### config.mk
export PLATFORM = sky130hd
export DESIGN_NAME = count_free_serializer
export DESIGN_NICKNAME = d
export VERILOG_FILES = /design/src/rtl/count_free_serializer_pkg.sv /design/src/rtl/count_free_serializer_bit_hold_timer.sv /design/src/rtl/count_free_serializer.sv
export SDC_FILE = /design/constraint.sdc
export NUM_CORES = 1
export LEC_CHECK = 0
export CORE_ASPECT_RATIO = 0.9
export CORE_MARGIN = 2
export CORE_UTILIZATION = 45
export CTS_CLUSTER_DIAMETER = 200
export DETAILED_ROUTE_END_ITERATION = 7
export GPL_TIMING_DRIVEN = 1
export PLACE_DENSITY = 0.76
export SLEW_MARGIN = 20
export SYNTH_ARGS = -nofsm -noshare
export SYNTH_HDL_FRONTEND = slang
export SYNTH_SLANG_ARGS = --single-unit
### constraint.sdc
create_clock -name clk -period 2 [get_ports clk]
set_input_delay 0.3 -clock clk [delete_from_list [all_inputs] [get_ports clk]]
set_output_delay 0.3 -clock clk [all_outputs]
set_load 0.02 [all_outputs]
### src/rtl/count_free_serializer_pkg.sv
`default_nettype none
// ============================================================================
// Module   : count_free_serializer_pkg
// Brief    : Shared state encodings, default sizes and counter-width helper
//            for the count_free serializer front end.
// Revision : 1.0 - initial release
// ============================================================================
package count_free_serializer_pkg;

    localparam int CFS_DEF_WIDTH    = 4;
    localparam int CFS_DEF_BIT_HOLD = 10;

    typedef logic [1:0] cfs_state_t;

    localparam cfs_state_t CFS_IDLE  = 2'd0;
    localparam cfs_state_t CFS_SHIFT = 2'd1;
    localparam cfs_state_t CFS_WAIT  = 2'd2;

    // Counter width for a terminal count of n-1, never narrower than one bit.
    function automatic int cfs_cnt_width(input int n);
        return (n > 1) ? $clog2(n) : 1;
    endfunction

endpackage
`default_nettype wire

### src/rtl/count_free_serializer_bit_hold_timer.sv
`default_nettype none
// ============================================================================
// Module   : bit_hold_timer
// Brief    : Counts BIT_HOLD enabled cycles per serial bit; tick marks the
//            last cycle of each hold period.
// Revision : 1.0 - initial release
// ============================================================================
module bit_hold_timer
    import count_free_serializer_pkg::*;
#(
    parameter int BIT_HOLD = CFS_DEF_BIT_HOLD
) (
    input  logic clk,
    input  logic rst,
    input  logic en,
    input  logic clr,
    output logic tick
);

    localparam int                 c_cnt_w = cfs_cnt_width(BIT_HOLD);
    localparam logic [c_cnt_w-1:0] c_last  = c_cnt_w'(BIT_HOLD - 1);

    logic [c_cnt_w-1:0] r_hold_cnt;

    always_ff @(posedge clk) begin
        if (rst || clr) begin
            r_hold_cnt <= '0;
        end else if (en) begin
            if (r_hold_cnt == c_last) begin
                r_hold_cnt <= '0;
            end else begin
                r_hold_cnt <= r_hold_cnt + 1'b1;
            end
        end
    end

    assign tick = (r_hold_cnt == c_last);

endmodule
`default_nettype wire

### src/rtl/count_free_serializer.sv
`default_nettype none
// ============================================================================
// Module   : count_free_serializer
// Brief    : Accepts a parallel word and drives it LSB-first, BIT_HOLD cycles
//            per bit, onto count_free's start pair; waits for its busy pulse.
// Revision : 1.0 - initial release
// ============================================================================
module count_free_serializer
    import count_free_serializer_pkg::*;
#(
    parameter int WIDTH    = CFS_DEF_WIDTH,
    parameter int BIT_HOLD = CFS_DEF_BIT_HOLD
) (
    input  logic             clk,
    input  logic             rst,
    input  logic             en,
    input  logic             valid_i,
    input  logic [WIDTH-1:0] data_i,
    output logic             ready_o,
    output logic             start_req_o,
    output logic             start_data_o,
    input  logic             busy_i,
    output logic             busy_o
);

    localparam int                 c_bit_w    = cfs_cnt_width(WIDTH);
    localparam logic [c_bit_w-1:0] c_last_bit = c_bit_w'(WIDTH - 1);

    cfs_state_t         r_state,     w_state_nxt;
    logic [WIDTH-1:0]   r_shreg,     w_shreg_nxt;
    logic [c_bit_w-1:0] r_bit_cnt,   w_bit_cnt_nxt;
    logic               r_seen_busy, w_seen_busy_nxt;
    logic               w_tick;
    logic               w_timer_clr;

    // Timer is held cleared outside SHIFT so every word starts a fresh period.
    assign w_timer_clr = (r_state != CFS_SHIFT);

    bit_hold_timer #(
        .BIT_HOLD (BIT_HOLD)
    ) u_bit_hold_timer (
        .clk  (clk),
        .rst  (rst),
        .en   (en),
        .clr  (w_timer_clr),
        .tick (w_tick)
    );

    always_ff @(posedge clk) begin
        if (rst) begin
            r_state     <= CFS_IDLE;
            r_shreg     <= '0;
            r_bit_cnt   <= '0;
            r_seen_busy <= 1'b0;
        end else if (en) begin
            r_state     <= w_state_nxt;
            r_shreg     <= w_shreg_nxt;
            r_bit_cnt   <= w_bit_cnt_nxt;
            r_seen_busy <= w_seen_busy_nxt;
        end
    end

    always_comb begin
        w_state_nxt     = r_state;
        w_shreg_nxt     = r_shreg;
        w_bit_cnt_nxt   = r_bit_cnt;
        w_seen_busy_nxt = r_seen_busy;
        case (r_state)
            CFS_IDLE: begin
                if (valid_i) begin
                    w_shreg_nxt     = data_i;
                    w_bit_cnt_nxt   = '0;
                    w_seen_busy_nxt = 1'b0;
                    w_state_nxt     = CFS_SHIFT;
                end
            end
            CFS_SHIFT: begin
                if (busy_i) begin
                    w_seen_busy_nxt = 1'b1;
                end
                if (w_tick) begin
                    w_shreg_nxt = r_shreg >> 1;
                    // Bit counter parks on its terminal value instead of wrapping.
                    if (r_bit_cnt == c_last_bit) begin
                        w_state_nxt = CFS_WAIT;
                    end else begin
                        w_bit_cnt_nxt = r_bit_cnt + 1'b1;
                    end
                end
            end
            CFS_WAIT: begin
                if (busy_i) begin
                    w_seen_busy_nxt = 1'b1;
                end
                if (r_seen_busy && !busy_i) begin
                    w_state_nxt = CFS_IDLE;
                end
            end
            default: begin
                w_state_nxt = CFS_IDLE;
            end
        endcase
    end

    assign ready_o      = (r_state == CFS_IDLE);
    assign busy_o       = (r_state != CFS_IDLE);
    assign start_req_o  = (r_state == CFS_SHIFT);
    assign start_data_o = (r_state == CFS_SHIFT) && r_shreg[0];

endmodule
`default_nettype wire
# Word-level counts from Yosys, hierarchy flattened
# Cells that the tools add are included.
word_totals:
  ff_bits: 13
  elab_cells: 47
op_classes:
  add_sub_neg: 2
  n_eq_ne: 11
  mux: 16
  reduce_logical: 13
op_table:
  columns: ["op", "n"]
  rows:
  - ["2-to-1 mux 2 bit", 7]
  - ["2-to-1 mux 4 bit", 3]
  - ["AND reduction 5 bit", 2]
  - ["inequality test 2 x 1 -> 1 bit (second input constant)", 4]
  - ["one-hot mux 4 bit (2 select lines)", 1]
  - ["AND reduction 4 bit", 2]
  - ["inequality test 2 bit (second input constant)", 3]
  - ["one-hot mux 2 bit (3 select lines)", 1]
  - ["nonzero test 2 bit", 3]
  - ["adder 4 x 1 -> 4 bit (second input constant)", 1]
  - ["equality test 2 bit (second input constant)", 2]
  - ["equality test 4 bit (second input constant)", 1]
  - ["one-hot mux 2 bit (2 select lines)", 1]
  - ["adder 2 x 1 -> 2 bit (second input constant)", 1]
  - ["equality test 2 x 1 -> 1 bit (second input constant)", 1]
  - ["logical AND 1 bit", 2]
  - ["logical NOT 2 bit", 1]
  - ["2-to-1 mux 1 bit", 2]
  - ["one-hot mux 1 bit (2 select lines)", 1]
  - ["OR reduction 2 bit", 1]
  - ["logical NOT 1 bit", 1]
  - ["logical OR 1 bit", 1]

# Logic depth before layout (Yosys ltp)
# Gate-level depths: netlist (run 1).
logic_depth:
  word_depth: 4
  ltp_mapped: 6

# Cells and area by module
# From an unflattened synthesis (run 1), not the netlist that was laid out.
unflattened:
  cells_unflattened: 83
  hier_area_um2: 775.7
modules_own_cells:
  columns: ["module", "instances", "cells_each", "area_each_um2", "seq_area_each_um2"]
  rows:
  - ["count_free_serializer", 1, 62, 576.8, 180.2]
  - ["bit_hold_timer", 1, 21, 198.9, 80.1]

# Worst setup path after synthesis (run 1)
# No wires, ideal clock.
synth_timing:
  path_type: "register to register"
  startpoint: "reg r_state[1]"
  endpoint: "reg r_shreg[0]"
  arrival_time_ns: 1.536
  t_required_ns: 1.884
  setup_slack_ns: 0.348
  path_stages_with_launch: 7
  n_path_buf: 0
  path_cell_list: "dfxtp_1 > inv_1 > ha_1 > and4b_1 > a41oi_2 > nor3_1 > a31o_1"
synth_between:
  elab_chain_cells: 3
  word_cells_on_any_way: 7
synth_rtl:
  columns: ["item", "line_no", "source"]
  rows:
  - ["from (decl)", "count_free_serializer.sv:29", "cfs_state_t r_state, w_state_nxt;"]
  - ["from (signal assigned)", "count_free_serializer.sv:56", "r_state <= w_state_nxt;"]
  - ["equality test 2 x 1 -> 1 bit *", null, null]
  - ["via start_req_o", "count_free_serializer.sv:20", "output logic start_req_o,"]
  - ["inequality test 2 x 1 -> 1 bit (no source line) / nonzero test 2 bit (equally long branches)", null, null]
  - ["AND reduction 4 bit (no source line)", null, null]
  - ["to (signal assigned)", "count_free_serializer.sv:57", "r_shreg <= w_shreg_nxt;"]
  - ["to (decl)", "count_free_serializer.sv:30", "logic [WIDTH-1:0] r_shreg, w_shreg_nxt;"]
# Mark *: on every way through the listed nets, which the timed path passes. The rest lies on a longest branch.
# A chain may end at the register's enable or synchronous reset.

# Final worst setup path (run 1)
layout_timing:
  startpoint: "reg r_state[1]"
  endpoint: "out start_req_o"
layout_between:
  elab_chain_cells: 1
layout_rtl:
  columns: ["item", "line_no", "source"]
  rows:
  - ["equality test 2 x 1 -> 1 bit", "count_free_serializer.sv:107", "assign start_req_o = (r_state == CFS_SHIFT);"]
  - ["to (decl)", "count_free_serializer.sv:20", null]
# Every way passes these cells.

==> results of run 1 <==
[final timing paths]
| check | end | cells past startpoint |
|---|---|---|
| setup / recovery | start_req_o | 3 |
| hold / removal | r_shreg[0] | 1 |
| setup reg to reg | r_shreg[2] | 7 |
| hold reg to reg | r_shreg[0] | 1 |
[registers in the layout, summed over array words and instances, names as in the netlist]
register                     cells
r_shreg                          4
r_state                          2
r_bit_cnt                        2
r_seen_busy                      1
u_bit_hold_timer.r_hold_cnt      4
[cells in the final DEF (no fill, tap or decap), types with 2 or more instances in the layout]
cell,n
nand3b_1,3
ha_2,2
nor2b_1,4
o21ai_0,3
dlymetal6s2s_1,2
clkbuf_4,3
dfxtp_1,13
o21a_1,2
or3_1,2
mux2i_1,3
nand3_1,2
buf_4,3
nand2_1,5
a21oi_1,5
nor2_1,4
clkdlybuf4s50_1,9
inv_1,4
o21ai_1,3
a211oi_1,2
ha_1,2
a31o_1,3
nor3_1,4
[through the flow]
step	cells	setup WS [ns]	hold slack [ns]	area (um2)	util, %
after floorplan	84	0.348	0.436	759	-
after global placement	120	0.194	0.459	918	56.4
after detailed placement	120	0.143	0.460	918	56.4
after CTS	124	0.00647	0.481	948	58.2
after global routing	124	0.0640	0.521	953	58.5
final	124	0.167	0.477	953	58.5
[power by group through the flow]
stage,Sequential (W),Combinational (W),Clock (W)
floorplan,0.000276,0.0000743,0
global placement,0.000277,0.000116,0
detailed placement,0.000277,0.000119,0
CTS,0.000271,0.000119,0.000170
global route,0.000272,0.000127,0.000188
finish,0.000271,0.000119,0.000159
[layer usage]
metal  global-route usage, %  vias to the layer above  wire [um]  part of all wire (%)
met3                    6.81                        2         45                   3.0
met4                    8.33                        0         17                   1.1
met2                    25.7                        9        707                    47
met5                       0                        -          0                     0
met1                    22.3                      295        740                    49
li1                        -                      336          -                     -
[cell families after synthesis]
logic type               synth area share, %
flip-flops                              34.3
multiplexers                            3.95
buffers and inverters                   4.28
adder cells (fa/ha/maj)                 6.59
AO/OA/AOI/OAI                           24.4
XOR/XNOR                                2.31
AND/OR/NAND/NOR                         24.2
[critical path: stages (launching register included)]
cell	delay [ns]
dfxtp_1	0.31
inv_1	0.09
ha_2	0.24
clkdlybuf4s50_1	0.62
[timing repair]
action	CTS	global route
endpoints found under the setup margin	3	2
endpoints found under the hold margin	0	0
gates resized for setup	3	2
gates cloned	0	0
[area by class of cell]
type	instances	area share, %
multi-input combinational	63	49.5
clock buffer	4	2.76
inverter	5	1.97
tap	24	3.15
sequential	13	27.3
timing repair buffer	15	15.4
==> impl_metrics.py, run 1 <==
metrics = {
    "global_routing": {
        "grt_max_degree": 10,
        "grt_pass1_vias": 588,
        "antenna_found_initial": 0,
        "grt_remaining_overflow": 0,
        "grt_pass1_wl_mm": 2.52,
        "grt_usage_pct": 17.7,
    },
    "floorplanning": {
        "placeableCoreArea_um2": 1630,
        "pin_count": 13,
        "fp-row-count": 14,
        "dieArea_um2": 2030,
        "start_util_pct": 46.6,
        "die_x_um": 47.3,
        "die_y_um": 43.0,
    },
    "clock_tree": {
        "clk_latency_ns": 0.27,
        "htree_levels": 1,
        "cts_tree": "built",
        "cts_setup_buffers": 0,
        "clock_path_buffers": 2,
        "path_clk_slew_ns": 0.07,
        "root_buffer": "clkbuf_4",
        "cts_hold_buf": 0,
        "clock_sinks": 13,
        "cts_buffers": 3,
    },
    "final_layout": {
        "final_nets": 114,
        "drive_gt1_share_pct": 12.0,
        "fill_cells": 144,
        "register_area_um2": 260,
        "syn2layout_area_growth_pct": 25.5,
        "multi_input_area_um2": 472,
        "antenna_cells": 0,
    },
    "sta": {
        "skew_ns": 0.00736,
        "tightest_slew_ns": 0.325,
        "final-setup-viol-count": 0,
        "tns_ns": 0,
        "max_freq_mhz": 546,
        "rsz0062_at_grt": "false",
        "relSlewSlack_pct": 78.3,
        "period_minus_slack_ns": 1.83,
        "finalCritPeriodShare_pct": 91.6,
        "hold_viol_final": 0,
        "finalMaxSlewViolations": 0,
    },
    "power_and_ir_drop": {
        "p_int_w": 0.000402,
        "fin_total_pwr_w": 0.000549,
        "vdd_drop_max_mv": 0.447,
        "switchingPower_w": 0.000148,
        "swShare_pct": 26.9,
        "pwr-share-clk_pct": 29.0,
        "seqPwrFrac_pct": 49.4,
        "powerDensity_nw_per_um2": 576,
        "p_leak_nw": 0.363,
        "comb_power_share_pct": 21.6,
    },
    "drt": {
        "post_drt_wl_per_cell_um": 12.2,
        "firstDrtPassIters": 2,
        "drc": 0,
        "vias": 642,
        "viasPerCell": 5.18,
        "final_antenna_net_count": 0,
        "routed_wl_mm": 1.51,
        "drt-initial-drc-count": 8,
    },
    "yosys": {
        "synth_area_leader_cell": "dfxtp_1",
        "synth_ff_type": "dfxtp_1",
        "ys_types": 34,
        "syn_area_um2": 759,
        "synth_area_leaders": "dfxtp_1 (34%), ha_1 (6.6%), mux2i_1 (4.0%)",
        "yosys_warnings": 0,
        "synth_edf_count": 0,
        "seq_area_frac_synth_pct": 34.3,
        "ys_ff_latch": 13,
        "synth_top_area_share_pct": 34.3,
        "async_reset_ff_share_pct": 0,
        "yosysMostFrequentCell": "dfxtp_1",
        "synth_common_cells": "dfxtp_1 (13), a21oi_1 (5), nand2_1 (5)",
        "synth_area_per_cell_um2": 9.04,
        "syn_inst": 84,
        "synthesis.nets": 97,
    },
    "placed_design": {
        "io_buffers": 12,
        "dp_hpwl_mm": 1.18,
        "gp_congestion": 0.769,
    },
    "job": {
        "cap_violations": 0,
    },
    "worst_setup_path": {
        "startpoint_type": "flop",
        "r2r-start": "r_state[1]",
        "crit_type": "reg -> out",
        "cp.arrival_ns": 1.53,
        "path_max_fanout": 6,
        "crit_start": "r_state[1]",
        "reg2reg_slack_ns": 0.25,
        "endpoint_kind": "output pin",
        "required_ns": 1.70,
    },
    "worst_hold_path": {
        "hold_class": "reg -> reg",
        "hp-start": "r_shreg[0]",
    },
    "status": {
        "status": "complete, no violations",
    },
}
Power figures use the tool's default switching activity.
==> run 2: changes to the inputs <==
--- a/config.mk
+++ b/config.mk
@@ -10,8 +10,10 @@
 export CORE_UTILIZATION = 45
 export CTS_CLUSTER_DIAMETER = 200
 export DETAILED_ROUTE_END_ITERATION = 7
+export DONT_BUFFER_PORTS = 1
 export GPL_TIMING_DRIVEN = 1
-export PLACE_DENSITY = 0.76
+export PLACE_DENSITY = 0.66
+export SKIP_LAST_GASP = 1
 export SLEW_MARGIN = 20
 export SYNTH_ARGS = -nofsm -noshare
 export SYNTH_HDL_FRONTEND = slang
==> impl_metrics.py, run 2 (synthesis gave the netlist of run 1 again) <==
metrics = {
    "status": {
        "status": "complete, no violations",
    },
    "worst_setup_path": {
        "required_ns": 1.70,
        "path_max_fanout": 7,
        "slowest_stage": "ha_1",
        "critical_path.cell_chain": "inv_1 > ha_1 > buf_4 > and2_1",
        "cpPeakStageDelay_ns": 0.34,
        "worstRegToRegCells": 6,
        "endpoint_kind": "output pin",
        "crit_type": "reg -> out",
        "startpoint_type": "flop",
        "cp.arrival_ns": 1.48,
    },
    "global_routing": {
        "antenna_found_initial": 0,
        "grt-busiest-layer": "met2",
        "grtUsageMet1_pct": 25.3,
        "grt_remaining_overflow": 0,
        "grt_pass1_vias": 595,
        "grt_max_degree": 11,
        "grtUsageMet2_pct": 28.1,
        "grt_util_met3_pct": 3.83,
        "grt_usage_pct": 19.0,
        "grt_pass1_wl_mm": 2.60,
    },
    "power_and_ir_drop": {
        "p_leak_nw": 0.304,
        "vdd_drop_max_mv": 0.488,
        "powerDensity_nw_per_um2": 636,
    },
    "final_layout": {
        "fill_cells": 172,
        "drive_gt1_share_pct": 13.3,
        "final_nets": 104,
        "antenna_cells": 0,
        "layout_common_cells": "dfxtp_1 (13), nand2_1 (5), a21oi_1 (5), buf_4 (5)",
        "syn2layout_area_growth_pct": 10.5,
        "largest_registers": "r_shreg: 4 flops, u_bit_hold_timer.r_hold_cnt: 4 flops",
        "final_area_um2": 840,
        "layout_commonest_cell": "dfxtp_1",
    },
    "clock_tree": {
        "clock_sinks": 13,
        "cts_setup_buffers": 0,
        "clk_latency_ns": 0.28,
        "root_buffer": "clkbuf_4",
        "htree_levels": 1,
        "cts_tree": "built",
        "clock_path_buffers": 2,
        "post_cts_resized": 0,
        "cts_buffers": 3,
        "path_clk_slew_ns": 0.09,
        "cts_hold_buf": 0,
    },
    "drt": {
        "routed_wl_mm": 1.53,
        "final_antenna_net_count": 0,
        "post_drt_wl_per_cell_um": 13.4,
        "drc": 0,
        "firstDrtPassIters": 4,
        "drt-initial-drc-count": 6,
        "viasPerCell": 5.44,
        "vias": 620,
    },
    "placed_design": {
        "io_buffers": 0,
        "gp_congestion": 0.810,
        "placed_cell_area_um2": 813,
        "dp_hpwl_mm": 1.19,
    },
    "sta": {
        "relSlewSlack_pct": 77.9,
        "max_freq_mhz": 562,
        "tightest_slew_ns": 0.330,
        "finalMaxSlewViolations": 0,
        "rsz0062_at_grt": "false",
        "timing.hold.ws_ns": 0.0734,
        "period_minus_slack_ns": 1.78,
        "finalCritPeriodShare_pct": 89.0,
        "hold_viol_final": 0,
        "skew_ns": 0.00785,
        "final-setup-viol-count": 0,
        "tns_ns": 0,
    },
    "floorplanning": {
        "pin_count": 13,
        "start_util_pct": 46.6,
        "die_y_um": 43.0,
        "dieArea_um2": 2030,
        "fp-row-count": 14,
        "die_x_um": 47.3,
        "placeableCoreArea_um2": 1630,
    },
    "worst_hold_path": {
        "hold_class": "in -> reg",
        "worstHoldPathCells": 1,
    },
    "job": {
        "cap_violations": 0,
    },
}
## run 2: changes by cell type in the layout (fill, tap and decap cells not counted)
cell / before / now
ha_1: 2 / 4
clkdlybuf4s50_1: 9 / 0
dlymetal6s2s_1: 2 / 0
buf_4: 3 / 5
ha_2: 2 / 0
dlygate4sd2_1: 1 / 0
## run 2: per-stage QoR
stage,utilization (%),setup WS [ns],cells,power [W]
3_5_place_dp,49.9,0.260,110,0.000371
6_report,51.5,0.220,114,0.000534
4_1_cts,51.5,0.196,114,0.000538
5_1_grt,51.5,0.102,114,0.000562
3_3_place_gp,49.9,0.339,110,0.000367
2_1_floorplan,-,0.348,84,0.000350
## run 2: path summary, 6_finish.rpt
kind	to	slack (ns)	start
setup / recovery	start_data_o	0.22	r_state[1]
hold / removal	r_shreg[3]	0.07	rst
setup reg to reg	r_bit_cnt[0]	0.27	r_state[0]
hold reg to reg	r_shreg[0]	0.48	r_shreg[0]
## run 2: critical path, delay by kind of cell, from the launching register on
family                   cells  cell delay (ns)
adder cells (fa/ha/maj)      1             0.34
buffers and inverters        2             0.29
flip-flops                   1             0.33
AND/OR/NAND/NOR              1             0.24
## run 2: area by class of cell
| class | count | area (um2) | area share [%] |
|---|---|---|---|
| multi-input combinational | 63 | 467 | 55.6 |
| sequential | 13 | 260 | 31.0 |
| timing repair buffer | 5 | 37.5 | 4.47 |
| tap | 24 | 30.0 | 3.58 |
| clock buffer | 4 | 26.3 | 3.13 |
| inverter | 5 | 18.8 | 2.24 |
## run 2: metal layers
| metal | part of all wire (%) | wire length, um |
|---|---|---|
| met1 | 49 | 747 |
| met2 | 45 | 696 |
| met3 | 3.5 | 53 |
| met4 | 2.3 | 36 |
| met5 | 0 | 0 |
## run 2: report_power, final
part	switching [W]	internal (W)	total [W]
sequential	0.00000551	0.000266	0.000272
combinational	0.0000515	0.0000409	0.0000925
clock	0.0000928	0.0000774	0.000170
